File: config.mk
export PLATFORM = sky130hd
export DESIGN_NAME = poly_bram_loader_flat
export DESIGN_NICKNAME = d
export VERILOG_FILES = /design/src/rtl/poly_bram_loader_if.sv /design/src/rtl/poly_bram_loader.sv /design/src/flat_wrapper.sv
export SDC_FILE = /design/constraint.sdc
export NUM_CORES = 1
export LEC_CHECK = 0
export ABC_AREA = 1
export CAP_MARGIN = 20
export CORE_MARGIN = 2
export CORE_UTILIZATION = 45
export CTS_CLUSTER_DIAMETER = 200
export DETAILED_ROUTE_END_ITERATION = 6
export PLACE_DENSITY = 0.84
export SYNTH_ARGS = -nofsm -noshare
export SYNTH_HDL_FRONTEND = slang
export SYNTH_SLANG_ARGS = --single-unit
File: constraint.sdc
create_clock -name clock_i -period 2.2 [get_ports clock_i]
set_input_delay 0.44 -clock clock_i [delete_from_list [all_inputs] [get_ports clock_i]]
set_output_delay 0.44 -clock clock_i [all_outputs]
set_load 0.05 [all_outputs]
File: src/rtl/poly_bram_loader_if.sv
// poly_bram_loader_if: command/status, BRAM port and register-bank signals of the loader (master = loader side, slave = environment side)
interface poly_bram_loader_if #(
  parameter int WORD_WIDTH = 17,
  parameter int ADDR_WIDTH = 10
);
  logic                  start_load_i;
  logic                  start_store_i;
  logic                  busy_o;
  logic                  load_done_o;
  logic                  store_done_o;
  logic                  bram_en_o;
  logic                  bram_we_o;
  logic [ADDR_WIDTH-1:0] bram_addr_o;
  logic [WORD_WIDTH-1:0] bram_din_o;
  logic [WORD_WIDTH-1:0] bram_dout_i;
  logic [1:0]            INPUT_reg_sel_o;
  logic                  INPUT_reg_en_o;
  logic [WORD_WIDTH-1:0] INPUT_reg_din_o;
  logic                  RES_reg_shift_o;
  logic [WORD_WIDTH-1:0] RES_reg_dout_i;
  modport master (
    input  start_load_i, start_store_i, bram_dout_i, RES_reg_dout_i,
    output busy_o, load_done_o, store_done_o, bram_en_o, bram_we_o, bram_addr_o, bram_din_o,
           INPUT_reg_sel_o, INPUT_reg_en_o, INPUT_reg_din_o, RES_reg_shift_o
  );
  modport slave (
    output start_load_i, start_store_i, bram_dout_i, RES_reg_dout_i,
    input  busy_o, load_done_o, store_done_o, bram_en_o, bram_we_o, bram_addr_o, bram_din_o,
           INPUT_reg_sel_o, INPUT_reg_en_o, INPUT_reg_din_o, RES_reg_shift_o
  );
endinterface

File: src/rtl/poly_bram_loader.sv
// poly_bram_loader: streams A/B/M/M_prime_0 from BRAM into the register bank and writes the result register back (ports: clock_i, reset_i, bus = commands, BRAM port, bank port)
module poly_bram_loader #(
  parameter int WORD_WIDTH = 17,
  parameter int N          = 5,
  parameter int S          = 4,
  parameter int ADDR_WIDTH = 10
) (
  input logic                 clock_i,
  input logic                 reset_i,
  poly_bram_loader_if.master  bus
);
  localparam int NS = N * S;
  localparam logic [ADDR_WIDTH-1:0] A_END      = ADDR_WIDTH'(NS);
  localparam logic [ADDR_WIDTH-1:0] B_END      = ADDR_WIDTH'(2 * NS);
  localparam logic [ADDR_WIDTH-1:0] M_END      = ADDR_WIDTH'(3 * NS);
  localparam logic [ADDR_WIDTH-1:0] LOAD_LAST  = ADDR_WIDTH'(3 * NS + N - 1);
  localparam logic [ADDR_WIDTH-1:0] RES_BASE   = ADDR_WIDTH'(3 * NS + N);
  localparam logic [ADDR_WIDTH-1:0] STORE_LAST = ADDR_WIDTH'(NS - 1);
  localparam logic [ADDR_WIDTH-1:0] ONE        = ADDR_WIDTH'(1);
  typedef enum logic [2:0] {IDLE, LOAD, LOAD_DRAIN, STORE, DONE} state_t;
  state_t                state_q, state_d;
  logic [ADDR_WIDTH-1:0] cnt_q, cnt_d, addr_q, addr_d;
  logic [1:0]            sel_q, sel_d;
  logic                  busy_q, busy_d, ld_done_q, ld_done_d, st_done_q, st_done_d;
  logic                  en_q, en_d, we_q, we_d, reg_en_q, reg_en_d, shift_q, shift_d;
  always_ff @(posedge clock_i) begin
    if (reset_i) begin
      state_q   <= IDLE;
      cnt_q     <= '0;
      addr_q    <= '0;
      sel_q     <= '0;
      busy_q    <= 1'b0;
      ld_done_q <= 1'b0;
      st_done_q <= 1'b0;
      en_q      <= 1'b0;
      we_q      <= 1'b0;
      reg_en_q  <= 1'b0;
      shift_q   <= 1'b0;
    end else begin
      state_q   <= state_d;
      cnt_q     <= cnt_d;
      addr_q    <= addr_d;
      sel_q     <= sel_d;
      busy_q    <= busy_d;
      ld_done_q <= ld_done_d;
      st_done_q <= st_done_d;
      en_q      <= en_d;
      we_q      <= we_d;
      reg_en_q  <= reg_en_d;
      shift_q   <= shift_d;
    end
  end
  // Outputs are registered: the values computed here appear in the cycle after the current one,
  // so a bank strobe decided while address k is on the bus lands exactly one cycle behind it.
  always_comb begin
    state_d   = state_q;
    cnt_d     = cnt_q;
    addr_d    = addr_q;
    sel_d     = sel_q;
    ld_done_d = 1'b0;
    st_done_d = 1'b0;
    en_d      = 1'b0;
    we_d      = 1'b0;
    reg_en_d  = 1'b0;
    shift_d   = 1'b0;
    case (state_q)
      IDLE: begin
        if (bus.start_load_i) begin
          state_d = LOAD;
          cnt_d   = '0;
          addr_d  = '0;
          en_d    = 1'b1;
        end else if (bus.start_store_i) begin
          state_d = STORE;
          cnt_d   = '0;
          addr_d  = RES_BASE;
          en_d    = 1'b1;
          we_d    = 1'b1;
          shift_d = 1'b1;
        end
      end
      LOAD: begin
        reg_en_d = 1'b1;
        sel_d    = cnt_q < A_END ? 2'd0 : cnt_q < B_END ? 2'd1 : cnt_q < M_END ? 2'd2 : 2'd3;
        if (cnt_q == LOAD_LAST) begin
          state_d = LOAD_DRAIN;
        end else begin
          cnt_d  = cnt_q + ONE;
          addr_d = cnt_q + ONE;
          en_d   = 1'b1;
        end
      end
      LOAD_DRAIN: begin
        state_d   = DONE;
        ld_done_d = 1'b1;
      end
      STORE: begin
        if (cnt_q == STORE_LAST) begin
          state_d   = DONE;
          st_done_d = 1'b1;
        end else begin
          cnt_d   = cnt_q + ONE;
          addr_d  = addr_q + ONE;
          en_d    = 1'b1;
          we_d    = 1'b1;
          shift_d = 1'b1;
        end
      end
      default: begin
        state_d = IDLE;
        cnt_d   = '0;
        addr_d  = '0;
        sel_d   = '0;
      end
    endcase
    busy_d = state_d != IDLE;
  end
  assign bus.busy_o          = busy_q;
  assign bus.load_done_o     = ld_done_q;
  assign bus.store_done_o    = st_done_q;
  assign bus.bram_en_o       = en_q;
  assign bus.bram_we_o       = we_q;
  assign bus.bram_addr_o     = addr_q;
  // Write data must be the result word present on the same edge as the shift, so it bypasses the registers.
  assign bus.bram_din_o      = we_q ? bus.RES_reg_dout_i : {WORD_WIDTH{1'b0}};
  assign bus.INPUT_reg_sel_o = sel_q;
  assign bus.INPUT_reg_en_o  = reg_en_q;
  assign bus.INPUT_reg_din_o = bus.bram_dout_i;
  assign bus.RES_reg_shift_o = shift_q;
endmodule

File: src/flat_wrapper.sv
// flat-port wrapper written by rule: the top's interface ports become plain ports
module poly_bram_loader_flat 
#(
  parameter int WORD_WIDTH = 17,
  parameter int N          = 5,
  parameter int S          = 4,
  parameter int ADDR_WIDTH = 10
)
  (clock_i, reset_i, bus_start_load_i, bus_start_store_i, bus_bram_dout_i, bus_RES_reg_dout_i, bus_busy_o, bus_load_done_o, bus_store_done_o, bus_bram_en_o, bus_bram_we_o, bus_bram_addr_o, bus_bram_din_o, bus_INPUT_reg_sel_o, bus_INPUT_reg_en_o, bus_INPUT_reg_din_o, bus_RES_reg_shift_o);
  poly_bram_loader_if #(.WORD_WIDTH(WORD_WIDTH), .ADDR_WIDTH(ADDR_WIDTH)) bus_i ();
  input logic clock_i;
  input logic reset_i;
  input wire logic [$bits(bus_i.start_load_i)-1:0] bus_start_load_i;
  input wire logic [$bits(bus_i.start_store_i)-1:0] bus_start_store_i;
  input wire logic [$bits(bus_i.bram_dout_i)-1:0] bus_bram_dout_i;
  input wire logic [$bits(bus_i.RES_reg_dout_i)-1:0] bus_RES_reg_dout_i;
  output wire logic [$bits(bus_i.busy_o)-1:0] bus_busy_o;
  output wire logic [$bits(bus_i.load_done_o)-1:0] bus_load_done_o;
  output wire logic [$bits(bus_i.store_done_o)-1:0] bus_store_done_o;
  output wire logic [$bits(bus_i.bram_en_o)-1:0] bus_bram_en_o;
  output wire logic [$bits(bus_i.bram_we_o)-1:0] bus_bram_we_o;
  output wire logic [$bits(bus_i.bram_addr_o)-1:0] bus_bram_addr_o;
  output wire logic [$bits(bus_i.bram_din_o)-1:0] bus_bram_din_o;
  output wire logic [$bits(bus_i.INPUT_reg_sel_o)-1:0] bus_INPUT_reg_sel_o;
  output wire logic [$bits(bus_i.INPUT_reg_en_o)-1:0] bus_INPUT_reg_en_o;
  output wire logic [$bits(bus_i.INPUT_reg_din_o)-1:0] bus_INPUT_reg_din_o;
  output wire logic [$bits(bus_i.RES_reg_shift_o)-1:0] bus_RES_reg_shift_o;
  assign bus_i.start_load_i = bus_start_load_i;
  assign bus_i.start_store_i = bus_start_store_i;
  assign bus_i.bram_dout_i = bus_bram_dout_i;
  assign bus_i.RES_reg_dout_i = bus_RES_reg_dout_i;
  assign bus_busy_o = bus_i.busy_o;
  assign bus_load_done_o = bus_i.load_done_o;
  assign bus_store_done_o = bus_i.store_done_o;
  assign bus_bram_en_o = bus_i.bram_en_o;
  assign bus_bram_we_o = bus_i.bram_we_o;
  assign bus_bram_addr_o = bus_i.bram_addr_o;
  assign bus_bram_din_o = bus_i.bram_din_o;
  assign bus_INPUT_reg_sel_o = bus_i.INPUT_reg_sel_o;
  assign bus_INPUT_reg_en_o = bus_i.INPUT_reg_en_o;
  assign bus_INPUT_reg_din_o = bus_i.INPUT_reg_din_o;
  assign bus_RES_reg_shift_o = bus_i.RES_reg_shift_o;
  poly_bram_loader #(.WORD_WIDTH(WORD_WIDTH), .N(N), .S(S), .ADDR_WIDTH(ADDR_WIDTH)) u_core (.clock_i(clock_i), .reset_i(reset_i), .bus(bus_i));
endmodule
* After elaboration in Yosys (flattened, before gate mapping)
Index checks and enable logic that the tools add are counted.
W data, S select, Z words.
** Storage, ports and cells
- Word-level logic and storage cells :: 59
- Register bits after elaboration :: 31
- Output and inout bits :: 53
- Bits of input ports :: 38
** Operators by class
- Add/subtract/negate cells :: 2
- Reduce and logical (&&, ||, !) cells :: 5
- Bitwise gates (word level) :: 2
- $lt $le $gt $ge :: 3
- Equal/unequal tests :: 8
- Muxes and demuxes :: 29
** Operator list (number)
- $pmux W10 S4 :: 2
- $mux W10 :: 7
- $add A10 B1 Y10 const B :: 2
- $lt A10 B6 Y1 const B :: 2
- $mux W17 :: 1
- $mux W3 :: 4
- $pmux W3 S4 :: 1
- $eq A10 B5 Y1 const B :: 1
- $eq A10 B7 Y1 const B :: 1
- $lt A10 B5 Y1 const B :: 1
- $mux W1 :: 9
- $eq A3 B2 Y1 const B :: 2
- $mux W2 :: 2
- $ne A2 B2 Y1 const B :: 2
- $pmux W2 S2 :: 1
- $reduce_and A4 Y1 :: 1
- $eq A3 B1 Y1 const B :: 1
- $logic_not A3 Y1 :: 1
- $ne A3 B3 Y1 const B :: 1
- $pmux W1 S3 :: 1
- $reduce_bool A3 Y1 :: 1
- $reduce_or A3 Y1 :: 1
- $not A1 Y1 :: 2
- $pmux W1 S2 :: 1
- $reduce_or A2 Y1 :: 1

* Depth between registers and ports, before layout
- Depth in word-level cells :: 5
- Mapped depth :: 9
- Gate-level depth less buffers :: 9

* Worst setup path after synthesis
Ideal clock, no wire load.
- Path kind :: register to output
- Start :: reg u_core.we_q (netlist: u_core.bus.bram_we_o)
- End :: out bus_bram_din_o[10]
- Setup slack :: 187 ps
- Arrival :: 1573 ps
- Required time :: 1760 ps
- Cell stages (with the launch flop) :: 5
- Path buffers :: 2
- Cell sequence :: dfxtp_1 clkbuf_1 clkbuf_1 nand2_1 inv_1
** On the way
- Longest elaborated chain between the ends :: 1
** RTL lines
- from (decl) :: RTL line poly_bram_loader.sv:25 : logic en_q, en_d, we_q, we_d, reg_en_q, reg_en_d, shift_q, shift_d;
- from (signal assigned) :: RTL line poly_bram_loader.sv:48 : we_q <= we_d;
- $mux W17 :: RTL line poly_bram_loader.sv:125 : assign bus.bram_din_o = we_q ? bus.RES_reg_dout_i : {WORD_WIDTH{1'b0}};
- to (decl) :: RTL line flat_wrapper.sv:23 : output wire logic [$bits(bus_i.bram_din_o)-1:0] bus_bram_din_o;
Every way passes these cells.

* Final worst setup path
- Start :: reg u_core.addr_q[5] (netlist: u_core.bus.bram_addr_o[5])
- End :: out bus_bram_addr_o[5]
** RTL lines
- from (decl) :: RTL line poly_bram_loader.sv:22 : logic [ADDR_WIDTH-1:0] cnt_q, cnt_d, addr_q, addr_d;
- from (signal assigned) :: RTL line poly_bram_loader.sv:42 : addr_q <= addr_d;
- to (decl) :: RTL line flat_wrapper.sv:22 : output wire logic [$bits(bus_i.bram_addr_o)-1:0] bus_bram_addr_o;
No word-level cell between the ends.

==> results.md <==
* F_max at 476 MHz
* Synth-to-Final Area Change at 34.7%
* ANT cells at 0
* Core Box Area at 0.00438 mm²
* Vias per cell at 5.01
* I/O pins at 91
* DRT Pass-1 Iters at 4
* Worst slew pin tran at 575 ps
* Mean Syn Cell Area at 6.10 µm²
* Clock skew after layout at 10.2 ps
* Initial antenna violation count at 0
* Clk_lat worst skew at 290 ps
* Die W at 71.5 µm
* CP cell instances: clkdlybuf4s50_1
* Die area at 0.00511 mm²
* Die Height at 71.5 µm
* Worst endpoint data arrival time at 1660 ps
* Detailed Route Iter0 Violations at 153
* Synthesis Warnings at 0
* Port Buffer Count at 56
* Power Total at 0.00144 W
* CP Data Required Time at 1760 ps
* Worst hold path class: flop to flop
* Row cnt at 24
* RSZ-0062 raised after global routing: no
* Largest net degree at the start of global routing at 23
* Total Routing Usage GR at 21.1%
* FILL cells at 379
* Rel. slew slack at 61.6%
* Longest Clk Path Bufs at 2
* Slew Limit Fails at 0
* Net total in the final layout at 416
* Final RePlAce weighted congestion at 0.919
* Count of final setup violators at 0
* Post-CTS Resized at 0
* Max-cap violations at 0
* Cts hold-fix bufs at 0
* Status: completed
* Wirelength, routed at 5.26 mm
* Clock-pin slew on the worst setup and hold paths at 70 ps
* Mapped cell area at 0.00205 mm²
* H-tree depth at 2
* Setup_tns at 0 ps
* Final min period at 2100 ps
* CP bufs+invs at 1
* Max incr delay on CP at 870 ps
* Maximum vdd drop at 0.000359 V
* Setup Buffers After CTS at 0
* # DRC at 0
* Critical Path Fanout Max at 9
* Average wire per standard cell at 12.3 µm
* CTS tree: yes
* Remaining antenna violation count after routing at 0
* Vias in the first global route at 2027
* Critical path endpoint category: primary output
* Critical path's slowest cell: clkdlybuf4s50_1
* Number of synthesized register bits at 31
* CP startpoint kind: flop
* Pwr dens at 522 mW/mm²
* First-pass GRT wire length at 8.71 mm
* Vias at 2145
* Period utilisation layout at 95.6%
* Leakage power at 1.31 nW
* Initial core utilization at 46.7%
* Sink Count at 31
* Total congestion overflow at 0
* Root buffer cell: clkbuf_8
* Final Hold Violating Endpoints at 0
* FF-to-FF setup slack at 420 ps
* Post-synthesis sequential area ratio at 30.3%
* Delay-heaviest family, CP: buffers and inverters
* HPWL Detailed at 3.97 mm
* Crit path kind: flop to primary output
* CTS buffer count at 5
* Syn Inst Count at 336
* Layout cells sized above 1 at 10.6%
* Netlist cell types at 28
* Synth Net Count at 377
-- where the power goes --
part	total [W]	switching, W	internal (W)	leakage [nW]
clock	0.000441	0.000220	0.000221	0.0412
sequential	0.000615	0.0000278	0.000587	0.252
combinational	0.000386	0.000241	0.000145	1.02
total	0.00144	0.000488	0.000953	1.31
-- synth_stat cells --
master     count  area (µm²)
buf_2          2        10.0
a21oi_1       18        90.1
ha_1           3        37.5
o21ai_0        7        35.0
buf_6          2        22.5
o211ai_1       2        15.0
or2_2          1        6.26
nor2_2         1        6.26
nor2_1        34         128
buf_4         18         135
nor2_4         1        11.3
nand3_1       32         160
and2_1         1        6.26
dfxtp_1       31         621
o21bai_1       1        7.51
nand4_1        3        18.8
nor3_1         1        5.00
inv_2          2        7.51
o22ai_1        1        6.26
clkbuf_1       5        18.8
nand3_2        5        50.1
o21ai_1        3        15.0
inv_1         54         203
o2bb2ai_1      1        8.76
nand2_1      102         383
a22oi_1        1        7.51
xor2_1         3        26.3
or2_4          1        8.76
-- layout by cell type (no fill, tap or decap), types with 7 or more instances in the layout --
cell	instances
a21oi_1	18
buf_12	17
clkdlybuf4s50_1	37
dfxtp_1	31
inv_1	54
nand2_1	102
nand3_1	32
nor2_1	34
o21ai_0	7
-- metrics by stage --
step / cells / hold WS, ps / instance area, µm² / util [%] / worst slack (ps)
after floorplan: 336 / 463 / 2050 / - / 187
after global placement: 420 / 457 / 2680 / 61.0 / 374
after detailed placement: 420 / 459 / 2680 / 61.0 / 307
after CTS: 428 / 476 / 2760 / 63.0 / 101
after global routing: 428 / 531 / 2760 / 63.0 / 48.4
final: 428 / 477 / 2760 / 63.0 / 97.1
-- layer usage --
metal / share of wire [%] / wire [µm] / up-vias / global-route usage, %
met5: 0 / 0 / - / 0
met2: 48 / 2540 / 98 / 36.9
met3: 8.4 / 444 / 11 / 4.50
li1: - / - / 1095 / -
met1: 41 / 2150 / 941 / 25.1
met4: 2.2 / 114 / 0 / 8.60
-- worst paths after layout --
check,start,end,cells after the start
worst max-delay path,u_core.bus.bram_addr_o[5]$_SDFFE_PP0P_,bus_bram_addr_o[5],1
worst min-delay path,u_core.bus.INPUT_reg_sel_o[0]$_SDFFE_PP0N_,u_core.bus.INPUT_reg_sel_o[0]$_SDFFE_PP0N_,2
worst max register to register,u_core.cnt_q[0]$_SDFFE_PP0P_,u_core.cnt_q[4]$_SDFFE_PP0P_,9
worst min register to register,u_core.bus.INPUT_reg_sel_o[0]$_SDFFE_PP0N_,u_core.bus.INPUT_reg_sel_o[0]$_SDFFE_PP0N_,2
-- cell type report --
type                    count  area (µm²)  area share (%)
multi-input cells         222        1030            37.4
well taps                  52        65.1            2.36
inverters                  56         210            7.61
flip-flops and latches     31         621            22.5
repair buffers             59         748            27.1
clock buffers               6        72.6            2.63
clock inverters             2        12.5           0.453
-- sequential cells by signal, summed over array words and instances (netlist names), 2 cells and up --
register / flops
u_core.bus.INPUT_reg_sel_o: 2
u_core.bus.bram_addr_o: 10
u_core.cnt_q: 10
u_core.state_q: 3
-- cells by family (layout without fill, tap and decap cells) --
| kind of cell | count (synthesis) | after routing | synth area share (%) |
|---|---|---|---|
| AOI/OAI and AO/OA | 34 | 34 | 9.04 |
| adders and majority gates | 3 | 3 | 1.83 |
| and+or+nand+nor | 182 | 182 | 38.2 |
| buffers and inverters | 83 | 123 | 19.4 |
| xor gates and xnor gates | 3 | 3 | 1.28 |
| DFF | 31 | 31 | 30.3 |
Power figures use the tool's default switching activity.
